==> src/rtl/div_pkg.sv <==
// Shared definitions for the sequential divider: FSM encoding, default width,
// and the group-count helper used by the lookahead adder.
package div_pkg;

  localparam int unsigned DefWidth = 16;
  localparam int unsigned GroupW   = 4;

  typedef enum logic [1:0] {
    StIdle = 2'd0,
    StCalc = 2'd1,
    StDone = 2'd2
  } state_e;

  // Number of 4-bit lookahead groups needed to cover w bits.
  function automatic int unsigned num_groups(input int unsigned w);
    return (w + GroupW - 1) / GroupW;
  endfunction

endpackage

==> src/rtl/cla_addsub.sv <==
// Carry-lookahead adder/subtractor. 4-bit lookahead groups, group carries ripple.
// With sub_i=1 it computes a - b as a + ~b + 1; cout_o=1 then means no borrow.
module cla_addsub
  import div_pkg::*;
#(
  parameter int unsigned Width = 17
) (
  input  logic [Width-1:0] a_i,
  input  logic [Width-1:0] b_i,
  input  logic             sub_i,
  output logic [Width-1:0] sum_o,
  output logic             cout_o
);

  localparam int unsigned NumGroups = num_groups(Width);
  localparam int unsigned PadW      = NumGroups * GroupW;

  logic [PadW-1:0] a_pad;
  logic [PadW-1:0] b_pad;
  logic [PadW-1:0] g;
  logic [PadW-1:0] p;
  logic [PadW:0]   c;
  logic            grp_g;
  logic            grp_p;

  // Per-group lookahead carries; each group's carry-out feeds the next group.
  always_comb begin
    a_pad = PadW'(a_i);
    b_pad = PadW'(sub_i ? ~b_i : b_i);
    g     = a_pad & b_pad;
    p     = a_pad ^ b_pad;
    c     = '0;
    c[0]  = sub_i;
    grp_g = 1'b0;
    grp_p = 1'b0;
    for (int k = 0; k < int'(NumGroups); k++) begin
      c[4*k+1] = g[4*k] | (p[4*k] & c[4*k]);
      c[4*k+2] = g[4*k+1] | (p[4*k+1] & g[4*k]) | (p[4*k+1] & p[4*k] & c[4*k]);
      c[4*k+3] = g[4*k+2] | (p[4*k+2] & g[4*k+1]) | (p[4*k+2] & p[4*k+1] & g[4*k])
               | (p[4*k+2] & p[4*k+1] & p[4*k] & c[4*k]);
      grp_g    = g[4*k+3] | (p[4*k+3] & g[4*k+2]) | (p[4*k+3] & p[4*k+2] & g[4*k+1])
               | (p[4*k+3] & p[4*k+2] & p[4*k+1] & g[4*k]);
      grp_p    = p[4*k+3] & p[4*k+2] & p[4*k+1] & p[4*k];
      c[4*k+4] = grp_g | (grp_p & c[4*k]);
    end
  end

  assign sum_o  = p[Width-1:0] ^ c[Width-1:0];
  assign cout_o = c[Width];

  // Carries above the true MSB exist only because of group padding.
  if (PadW > Width) begin : g_pad
    logic unused_carry;
    assign unused_carry = ^c[PadW:Width+1];
  end

endmodule

==> src/rtl/div16_seq.sv <==
// Sequential unsigned restoring divider, one quotient bit per clock.
// WIDTH must be a multiple of 4.
module div16_seq
  import div_pkg::*;
#(
  parameter int unsigned WIDTH = DefWidth
) (
  input  logic             clk,
  input  logic             rst_n,
  input  logic             start,
  input  logic [WIDTH-1:0] dividend,
  input  logic [WIDTH-1:0] divisor,
  output logic             busy,
  output logic             done,
  output logic [WIDTH-1:0] quotient,
  output logic [WIDTH-1:0] remainder,
  output logic             div_by_zero
);

  localparam int unsigned CntW = $clog2(WIDTH);

  state_e          state_q;
  logic [CntW-1:0] cnt_q;
  logic [WIDTH:0]  rem_q;    // partial remainder, one bit wider than operands
  logic [WIDTH-1:0] dvd_q;   // dividend shifts out, quotient bits shift in
  logic [WIDTH-1:0] dsr_q;

  logic [WIDTH:0]   shifted;
  logic [WIDTH:0]   trial;
  logic             no_borrow;
  logic [WIDTH:0]   rem_d;
  logic [WIDTH-1:0] dvd_d;

  cla_addsub #(
    .Width (WIDTH + 1)
  ) u_sub (
    .a_i    (shifted),
    .b_i    ({1'b0, dsr_q}),
    .sub_i  (1'b1),
    .sum_o  (trial),
    .cout_o (no_borrow)
  );

  // One restoring step: shift, trial-subtract, keep or restore.
  always_comb begin
    shifted = {rem_q[WIDTH-1:0], dvd_q[WIDTH-1]};
    rem_d   = no_borrow ? trial : shifted;
    dvd_d   = {dvd_q[WIDTH-2:0], no_borrow};
  end

  // The stored remainder is always below the divisor, so its MSB stays clear.
  logic unused_rem_msb;
  assign unused_rem_msb = rem_q[WIDTH];

  // Control FSM, iteration counter, working registers and registered outputs.
  always_ff @(posedge clk or negedge rst_n) begin
    if (!rst_n) begin
      state_q     <= StIdle;
      cnt_q       <= '0;
      rem_q       <= '0;
      dvd_q       <= '0;
      dsr_q       <= '0;
      busy        <= 1'b0;
      done        <= 1'b0;
      quotient    <= '0;
      remainder   <= '0;
      div_by_zero <= 1'b0;
    end else begin
      done <= 1'b0;
      case (state_q)
        StIdle: begin
          if (start) begin
            dvd_q       <= dividend;
            dsr_q       <= divisor;
            rem_q       <= '0;
            cnt_q       <= '0;
            busy        <= 1'b1;
            div_by_zero <= 1'b0;
            state_q     <= StCalc;
          end
        end
        StCalc: begin
          if (dsr_q == '0) begin
            state_q <= StDone;
          end else begin
            rem_q <= rem_d;
            dvd_q <= dvd_d;
            cnt_q <= cnt_q + 1'b1;
            if (cnt_q == CntW'(WIDTH - 1)) begin
              state_q <= StDone;
            end
          end
        end
        StDone: begin
          // Divide-by-zero leaves dvd_q untouched, so it still holds the dividend.
          if (dsr_q == '0) begin
            quotient    <= '1;
            remainder   <= dvd_q;
            div_by_zero <= 1'b1;
          end else begin
            quotient    <= dvd_q;
            remainder   <= rem_q[WIDTH-1:0];
          end
          busy    <= 1'b0;
          done    <= 1'b1;
          state_q <= StIdle;
        end
        default: state_q <= StIdle;
      endcase
    end
  end

endmodule

==> config.mk <==
export PLATFORM = sky130hd
export DESIGN_NAME = div16_seq
export DESIGN_NICKNAME = d
export VERILOG_FILES = /design/src/rtl/div_pkg.sv /design/src/rtl/cla_addsub.sv /design/src/rtl/div16_seq.sv
export SDC_FILE = /design/constraint.sdc
export NUM_CORES = 1
export LEC_CHECK = 0
export ABC_AREA = 0
export CORE_MARGIN = 10
export CORE_UTILIZATION = 50
export CTS_CLUSTER_DIAMETER = 120
export DETAILED_ROUTE_END_ITERATION = 7
export GPL_TIMING_DRIVEN = 0
export PLACE_DENSITY = 0.75
export SYNTH_ARGS = -nofsm -noshare
export SYNTH_HDL_FRONTEND = slang
export SYNTH_SLANG_ARGS = --single-unit
export TNS_END_PERCENT = 20
==> constraint.sdc <==
create_clock -name clk -period 3.04 [get_ports clk]
set_input_delay 0.608 -clock clk [delete_from_list [all_inputs] [get_ports clk]]
set_output_delay 0.608 -clock clk [all_outputs]
set_load 0.01 [all_outputs]
Yosys cells after proc, flatten, opt, wreduce, memory -nomap -nowiden
Cells that the tools add are included.

Register bits: 89. Bits of input ports: 35. Output and inout port bits: 35. Logic and storage cells: 155.

Add/subtract/negate cells: 1. Equality and inequality tests: 7. Muxes and demuxes: 22. Bitwise operators: 106. Reductions and logical operators: 9.

Operator list (count): 2-to-1 mux 16 bit (7); one-hot mux 16 bit (2 select lines) (2); bitwise AND 1 bit (61); OR 1 bit (41); bitwise AND 17 bit (1); inverter 16 -> 17 bit (1); bitwise XOR 17 bit (1); zero test 16 bit (1); bitwise XOR 16 bit (1); 2-to-1 mux 4 bit (2); one-hot mux 4 bit (2 select lines) (1); 2-to-1 mux 2 bit (3); inequality test 2 bit, second input constant (3); AND reduction 2 bit (3); AND reduction 3 bit (2); adder 4 x 1 -> 4 bit, second input constant (1); equality test 4 bit, second input constant (1); 2-to-1 mux 1 bit (4); one-hot mux 1 bit (2 select lines) (2); one-hot mux 2 bit (2 select lines) (1); nonzero test 2 bit (2); inequality test 3 bit, second input constant (1); equality test 2 x 1 -> 1 bit, second input constant (1); equality test 2 bit, second input constant (1); zero test 2 bit (1).

Longest topological paths before layout
Gate-level depths: netlist of run 1.

Word-level depth: 18. Gate-level depth with buffers: 12.

By module
From an unflattened synthesis of run 1, not the netlist that was laid out.

Cell total of the unflattened synthesis: 451. Area total of the unflattened synthesis: 4805.9 µm².

By module, submodules not included: div16_seq (times used 1, cells each 341, area each 3891.2 µm²); cla_addsub (times used 1, cells each 110, area each 914.6 µm²).

Worst setup path after synthesis of run 1
Ideal clock, no wire load.

Path kind: register -> register. Start point: register rem_q[2]. End point: register rem_q[13]. Setup time: 0.132 ns. Arrival time: 2.450 ns. Required time: 2.908 ns. Slack: 0.457 ns. Cell stages (with the launch flop): 12. Clock period less this slack: 2.583 ns. Path through: dfrtp_1 ha_1 or3_1 o22a_2 inv_1 o311a_1 o21bai_1 a21o_1 fa_1 xor2_1 mux2i_1 o21ai_1.

Word-level cells in the longest chain between the ends: 17.

RTL lines: start, declared (RTL line div16_seq.sv:24) `logic [WIDTH:0] rem_q;`; start signal, assigned (RTL line div16_seq.sv:86) `rem_q <= rem_d;`; bitwise XOR 17 bit (RTL line cla_addsub.sv:31) `p = a_pad ^ b_pad;`; bitwise AND 1 bit, on equally long branches (RTL line cla_addsub.sv:41, cla_addsub.sv:42, cla_addsub.sv:43); OR 1 bit (tied with other cells) (RTL line cla_addsub.sv:41) `grp_g = g[4*k+3] | (p[4*k+3] & g[4*k+2]) | (p[4*k+3] & p[4*k+2] & g[4*k+1])`; OR 1 bit or bitwise AND 1 bit (tied branches) (RTL line cla_addsub.sv:41, cla_addsub.sv:42); OR 1 bit (RTL line cla_addsub.sv:42) `| (p[4*k+3] & p[4*k+2] & p[4*k+1] & g[4*k]);`; OR 1 bit * (RTL line cla_addsub.sv:44) `c[4*k+4] = grp_g | (grp_p & c[4*k]);`; bitwise AND 1 bit * (RTL line cla_addsub.sv:44); OR 1 bit * (RTL line cla_addsub.sv:44); bitwise AND 1 bit * (RTL line cla_addsub.sv:44); OR 1 bit * (RTL line cla_addsub.sv:44); bitwise AND 1 bit (RTL line cla_addsub.sv:44); OR 1 bit (RTL line cla_addsub.sv:44); bitwise AND 1 bit (RTL line cla_addsub.sv:37) `c[4*k+1] = g[4*k] | (p[4*k] & c[4*k]);`; OR 1 bit (RTL line cla_addsub.sv:37); 2-to-1 mux 16 bit * (RTL line div16_seq.sv:47) `rem_d = no_borrow ? trial : shifted;`; 2-to-1 mux 16 bit * (RTL line div16_seq.sv:83) `if (dsr_q == '0) begin`; one-hot mux 16 bit (2 select lines) * (RTL line div16_seq.sv:70) `case (state_q)`.

Mark *: on every way between the ends. The rest lies on a longest branch, timed or not. The select of a mux whose other input is x is not followed. A chain may end at the register's enable or synchronous reset.

Worst setup path in the final report of run 1
Start point: register dvd_q[15]. End point: register rem_q[13].

Word-level cells in the longest chain between the ends: 15.

RTL lines: start, declared (RTL line div16_seq.sv:25) `logic [WIDTH-1:0] dvd_q;`; start signal, assigned (RTL line div16_seq.sv:73) `dvd_q <= dividend;`; start signal, assigned (RTL line div16_seq.sv:87) `dvd_q <= dvd_d;`; bitwise AND 17 bit (RTL line cla_addsub.sv:30) `g = a_pad & b_pad;`; bitwise AND 1 bit (RTL line cla_addsub.sv:42); OR 1 bit (RTL line cla_addsub.sv:42); OR 1 bit * (RTL line cla_addsub.sv:44); bitwise AND 1 bit * (RTL line cla_addsub.sv:44); OR 1 bit * (RTL line cla_addsub.sv:44); bitwise AND 1 bit * (RTL line cla_addsub.sv:44); OR 1 bit * (RTL line cla_addsub.sv:44); bitwise AND 1 bit (RTL line cla_addsub.sv:44); OR 1 bit (RTL line cla_addsub.sv:44); bitwise AND 1 bit (RTL line cla_addsub.sv:37); OR 1 bit (RTL line cla_addsub.sv:37); 2-to-1 mux 16 bit * (RTL line div16_seq.sv:47); 2-to-1 mux 16 bit * (RTL line div16_seq.sv:83); one-hot mux 16 bit (2 select lines) * (RTL line div16_seq.sv:70).

Marks and branches as above.

==> qor.yml, run 1 <==
min_period_over_period_pct: 95.0
cell_with_the_most_instances_after_synthesis: "nand2_1"
max_cap_viol_count: 0
postRouteWirelength_mm: 11.9
grt_first_pass_wirelength_mm: 19.3
tritoncts_clock_tree: "built"
cts_max_level: 3
top_flip_flop_cell_by_instance_count_after_synthesis: "dfrtp_1"
arrival_ns: 3.12
reg2reg_to: "rem_q[13]$_DFFE_PN0P_"
dr_total_vias: 3834
grt_antenna_before_repair: 0
regToRegSetupSlack_ns: 0.15
power.static_leakage_uw: 0.00257
placement.cell_area_mm2: 0.00546
power.density_mw_per_mm2: 1150
period_minus_slack_ns: 2.89
final-max-slew-violation-count: 0
stdcell_area_mm2: 0.00566
syn-num-nets: 548
yosys.area.top_type: "dfrtp_1"
ff2ff_path_depth: 12
synth_seq_area_share_pct: 48.3
synth.ff_latch_count: 89
count_of_flip_flops_with_a_built_in_enable_after_synthesis: 0
finalHoldViolCount: 0
syn2layout_area_growth_pct: 22.8
sinks_on_clock_net: 89
antenna_cells: 0
core_area_mm2: 0.00885
power.ir.vdd_worst_mv: 0.542
yosys.area.top_type_share_pct: 48.3
max_slew_margin_pct: 56.6
rr_startpoint: "dvd_q[15]$_DFFE_PN0P_"
timing.clock.skew_ns: 0.00992
crit_path_max_fanout: 4
die_w_um: 116
globalRouteOverflowTotal: 0
floorplan.die.height_um: 116
cp.required_ns: 3.27
drt_first_pass_iters: 5
cts.reportedPaths.clkPinSlew_ns: 0.09
synth.cell_area_mm2: 0.00461
avg_cell_area_syn_um2: 9.36
totalPowerFinal_uw: 6480
post_drt_via_cell_ratio: 5.59
fp-row-count: 34
post_synth_main_area_contributors: "dfrtp_1 48%, nand2_1 9.1%, o21ai_0 6.4%"
synth-warning-count: 0
detail-route-antenna-nets: 0
cts-buffers-inserted: 9
wl_per_cell_um: 17.3
worstSetupStartpointType: "register"
insertion_delay_ns: 0.36
maximum_number_of_pins_on_one_net_before_global_route_repair: 64
start_util_pct: 52.1
fillers: 757
setup_tns_ns: 0
clock_tree_root_driver_cell: "clkbuf_8"
drc: 0
synth_cell_type_count: 54
worst-slew-pin-transition_ns: 0.643
cp-end-kind: "register"
layout.nets: 629
setup_viol: 0
max_freq_ghz: 0.346
die_area_mm2: 0.0135
i_o_pin_cnt: 70
fin_hold_ws_ns: 0.148
asyncSetResetFlopFracSynth_pct: 100
post-cts-setup-buffers: 0
via_count_of_the_first_global_routing_pass: 3825
synthCells: 492
gp_congestion: 0.873
place.port_buffers: 69
clk_path_buf_depth: 2
dr.first_iter.drc_count: 278
post-route-util_pct: 63.9
hpwl_after_dpl_mm: 9.28
setup_repair_after_global_routing_missed_its_margin: "no"
share_of_post_route_cells_with_drive_strength_above_1_pct: 6.75
outcome: "complete, no violations"
total_routing_resource_utilization_after_global_routing_pct: 18.0
start_to_end_type_of_the_worst_setup_path: "reg2reg"
hold_class: "in2async"
synth_top_cells_by_count: "112 x nand2_1, 89 x dfrtp_1, 59 x o21ai_0, 26 x mux2i_1, 25 x nor2_1"
==> metal layers <==
metal  GRT usage [%]  share of wire (%)  vias up
met2            30.7                 47      134
met5               0                  0        -
met3            3.00                5.8       16
met4            5.50                1.4        0
met1            23.0                 45     1829
li1                -                  -     1855
==> kinds of logic after synthesis <==
group / Yosys count / synth area share (%)
AND/OR/NAND/NOR: 176 / 16.9
AO/OA/AOI/OAI: 118 / 15.8
flip-flops: 89 / 48.3
buffers and inverters: 49 / 4.24
multiplexers: 29 / 6.63
adder cells (fa/ha/maj): 21 / 6.19
XOR/XNOR: 10 / 1.90
==> through the flow <==
step           std cells  setup slack (ns)
2_1_floorplan        492             0.457
3_3_place_gp         669             -1.74
3_5_place_dp         670             0.114
4_1_cts              686            0.0862
5_1_grt              686            0.0564
6_report             686             0.153
==> final cells by class <==
class	instances	area [um2]	share of cell area, %
flip-flops and latches	89	2230	39.4
multi-input cells	354	2190	38.7
repair buffers	70	716	12.7
well taps	108	135	2.39
clock buffers	10	128	2.26
plain buffers	26	109	1.92
inverters	23	86.3	1.53
clock inverters	6	67.6	1.19
==> layout by cell type (no fill, tap or decap), types with 2 or more instances in the layout <==
cell type / count
a211oi_1: 2
a21oi_1: 9
a31oi_1: 17
and2_1: 2
buf_1: 2
buf_2: 3
clkbuf_1: 21
clkbuf_8: 9
clkdlybuf4s50_1: 68
clkinvlp_4: 2
dfrtp_1: 89
fa_1: 3
ha_1: 18
inv_1: 23
mux2_4: 3
mux2i_1: 26
nand2_1: 112
nand2b_1: 2
nand3_1: 13
nand4_1: 2
nand4_2: 2
nor2_1: 25
nor3_1: 3
nor4_1: 5
o211ai_1: 2
o21a_1: 4
o21ai_0: 59
o21ai_1: 6
o21ai_2: 3
or2_2: 2
xnor2_1: 5
xor2_1: 5
==> how the worst max path moves through the flow <==
stage	cells after the start	end	slack, ns	start
6_report	12	rem_q[13]$_DFFE_PN0P_	0.15	dvd_q[15]$_DFFE_PN0P_
5_1_grt	12	rem_q[13]$_DFFE_PN0P_	0.06	dvd_q[15]$_DFFE_PN0P_
4_1_cts	11	rem_q[12]$_DFFE_PN0P_	0.09	dvd_q[15]$_DFFE_PN0P_
3_5_place_dp	11	rem_q[12]$_DFFE_PN0P_	0.11	dvd_q[15]$_DFFE_PN0P_
3_3_place_gp	1	dsr_q[2]$_DFFE_PN0P_	-1.74	rst_n
2_1_floorplan	11	rem_q[13]$_DFFE_PN0P_	0.46	rem_q[2]$_DFFE_PN0P_
==> worst max-delay path: stages (launching register included) <==
cell,delay [ns]
dfrtp_1,0.41
inv_1,0.14
ha_1,0.34
o21a_1,0.22
o22a_2,0.26
inv_1,0.12
o311a_1,0.25
o21bai_2,0.10
a21o_1,0.20
fa_1,0.37
xor2_1,0.15
mux2i_1,0.13
o21ai_1,0.07
==> state kept, by name, indices dropped and copies added (netlist names) <==
signal and cells:
busy 1, rem_q 16, div_by_zero 1, done 1
dvd_q 16, state_q 2, dsr_q 16, remainder 16
quotient 16, cnt_q 4
==> where the power goes <==
| part | internal (uW) | leakage, uW | switching, uW |
|---|---|---|---|
| clock | 384 | 0.0000929 | 445 |
| combinational | 1640 | 0.00142 | 1870 |
| sequential | 1680 | 0.00106 | 454 |
==> timing repair <==
item | 4_1_cts | 5_1_grt
gates resized for setup | 0 | 1
endpoints found under the setup margin | 0 | 1
hold buffers | 0 | 0
endpoints found under the hold margin | 0 | 0
Note: power is estimated with default switching activity, not from simulation.
==> run 2: changes to the inputs <==
CORE_MARGIN = unset   (was 10)
CORE_UTILIZATION = 46   (was 50)
PLACE_DENSITY = 0.7   (was 0.75)
==> qor.yml, run 2 (synthesis results as in run 1) <==
outcome: "complete, no violations"
dr.first_iter.drc_count: 154  # -45%
period_minus_slack_ns: 2.87  # -0.0135 ns
floorplan.die.height_um: 102  # -12%
place.port_buffers: 69  # unchanged
finalHoldViolCount: 0  # unchanged
layout.nets: 629  # unchanged
fillers: 892  # +18%
grt_first_pass_wirelength_mm: 18.1  # -6.0%
clk_path_buf_depth: 2  # unchanged
drt_first_pass_iters: 4  # -1
cts_max_level: 3  # unchanged
max_freq_ghz: 0.348  # +0.47%
die_area_mm2: 0.0104  # -23%
power.static_leakage_uw: 0.00257  # +0.13%
maximum_number_of_pins_on_one_net_before_global_route_repair: 47  # -27%
via_count_of_the_first_global_routing_pass: 3648  # -4.6%
detail-route-antenna-nets: 0  # unchanged
syn2layout_area_growth_pct: 23.7
start_to_end_type_of_the_worst_setup_path: "reg2reg"
final-max-slew-violation-count: 0  # unchanged
dr_total_vias: 3756  # -2.0%
stdcell_area_mm2: 0.00570  # +0.71%
power.density_mw_per_mm2: 1130  # -1.0%
max_cap_viol_count: 0  # unchanged
cts-buffers-inserted: 9  # unchanged
fin_hold_ws_ns: 0.237  # +0.0890 ns
post_drt_via_cell_ratio: 5.28  # -5.5%
cp.required_ns: 3.27  # about the same
fp-row-count: 36  # +5.9%
post-route-util_pct: 58.6  # -5.4 points
crit_path_max_fanout: 4  # unchanged
hpwl_after_dpl_mm: 8.73  # -5.9%
worstSetupStartpointType: "register"
sinks_on_clock_net: 89  # unchanged
setup_tns_ns: 0  # unchanged
worst-slew-pin-transition_ns: 0.725  # +0.0818 ns
grt_antenna_before_repair: 0  # unchanged
regToRegSetupSlack_ns: 0.17  # about the same
min_period_over_period_pct: 94.5  # -0.45 points
post_cts_hold_buffer_count: 0  # unchanged
placement.cell_area_mm2: 0.00549  # +0.57%
clock_tree_root_driver_cell: "clkbuf_8"
core_area_mm2: 0.00973  # +10%
tritoncts_clock_tree: "built"
timing.clock.skew_ns: 0.00993  # +0.00000627 ns
insertion_delay_ns: 0.36  # about the same
cts.reportedPaths.clkPinSlew_ns: 0.09  # about the same
gp_congestion: 0.829  # -5.0%
wl_per_cell_um: 15.9  # -8.0%
postRouteWirelength_mm: 11.3  # -4.7%
i_o_pin_cnt: 70  # unchanged
arrival_ns: 3.11  # about the same
globalRouteOverflowTotal: 0  # unchanged
antenna_cells: 0  # unchanged
drc: 0  # unchanged
commonest_non_fill_non_tap_cells_in_the_layout: "112 x nand2_1, 89 x dfrtp_1, 68 x clkdlybuf4s50_1"
final_common_cell: "nand2_1"
setup_viol: 0  # unchanged
total_routing_resource_utilization_after_global_routing_pct: 22.9  # +4.9 points
max_slew_margin_pct: 51.1  # -5.5 points
setup_repair_after_global_routing_missed_its_margin: "no"
die_w_um: 102  # -12%
share_of_post_route_cells_with_drive_strength_above_1_pct: 6.75  # unchanged
power.ir.vdd_worst_mv: 0.445  # -18%
hold_class: "in2async"
cp-end-kind: "register"
start_util_pct: 47.4  # -4.7 points
-- run 2: final cells by class --
class,count,area (um2),area share (%)
repair buffers,70,716,12.6
clock inverters,5,62.6,1.10
multi-input cells,354,2190,38.4
flip-flops and latches,89,2230,39.1
well taps,133,166,2.92
plain buffers,26,109,1.91
clock buffers,11,141,2.48
inverters,23,86.3,1.52
-- run 2: final timing paths --
check,from,to,cells after the start
worst max-delay path,dvd_q[15]$_DFFE_PN0P_,rem_q[13]$_DFFE_PN0P_,12
worst min-delay path,rst_n,quotient[10]$_DFFE_PN0P_,1
worst max register to register,dvd_q[15]$_DFFE_PN0P_,rem_q[13]$_DFFE_PN0P_,12
worst min register to register,quotient[8]$_DFFE_PN0P_,quotient[8]$_DFFE_PN0P_,2
max in group asynchronous,rst_n,rem_q[8]$_DFFE_PN0P_,2
min in group clk,quotient[8]$_DFFE_PN0P_,quotient[8]$_DFFE_PN0P_,2
-- run 2: timing repair --
action / CTS / global route
endpoints found under the setup margin: 0 / 2
setup buffers: 0 / 0
resized for setup: 0 / 1
-- run 2: critical path: stages (launching register included) --
cell and delay, ns:
dfrtp_1 0.42, inv_1 0.13, ha_1 0.33, o21a_1 0.22, o22a_2 0.25, inv_1 0.12, o311a_1 0.22, o21bai_2 0.10
a21o_1 0.21, fa_1 0.38, xor2_1 0.15, mux2i_1 0.13, o21ai_1 0.07
-- run 2: routing by layer --
| layer | GRT usage, % | wire, um | up-vias |
|---|---|---|---|
| met5 | 0 | 0 | - |
| met4 | 6.37 | 96 | 0 |
| met3 | 3.15 | 512 | 9 |
| met2 | 39.9 | 5490 | 107 |
| met1 | 29.9 | 5200 | 1785 |
| li1 | - | - | 1855 |
-- run 2: power by group --
group	total, uW	switching [uW]	internal (uW)
Sequential	2130	452	1680
Clock	845	438	407
Combinational	3480	1840	1640
-- run 2: stage by stage --
step                setup slack (ns)  total power (uW)  std cells
floorplan                      0.457              4630        492
global placement               -1.80              5470        694
detailed placement            0.0689              5620        695
CTS                           0.0267              6470        711
global route                  0.0210              6960        711
finish                         0.166              6460        711
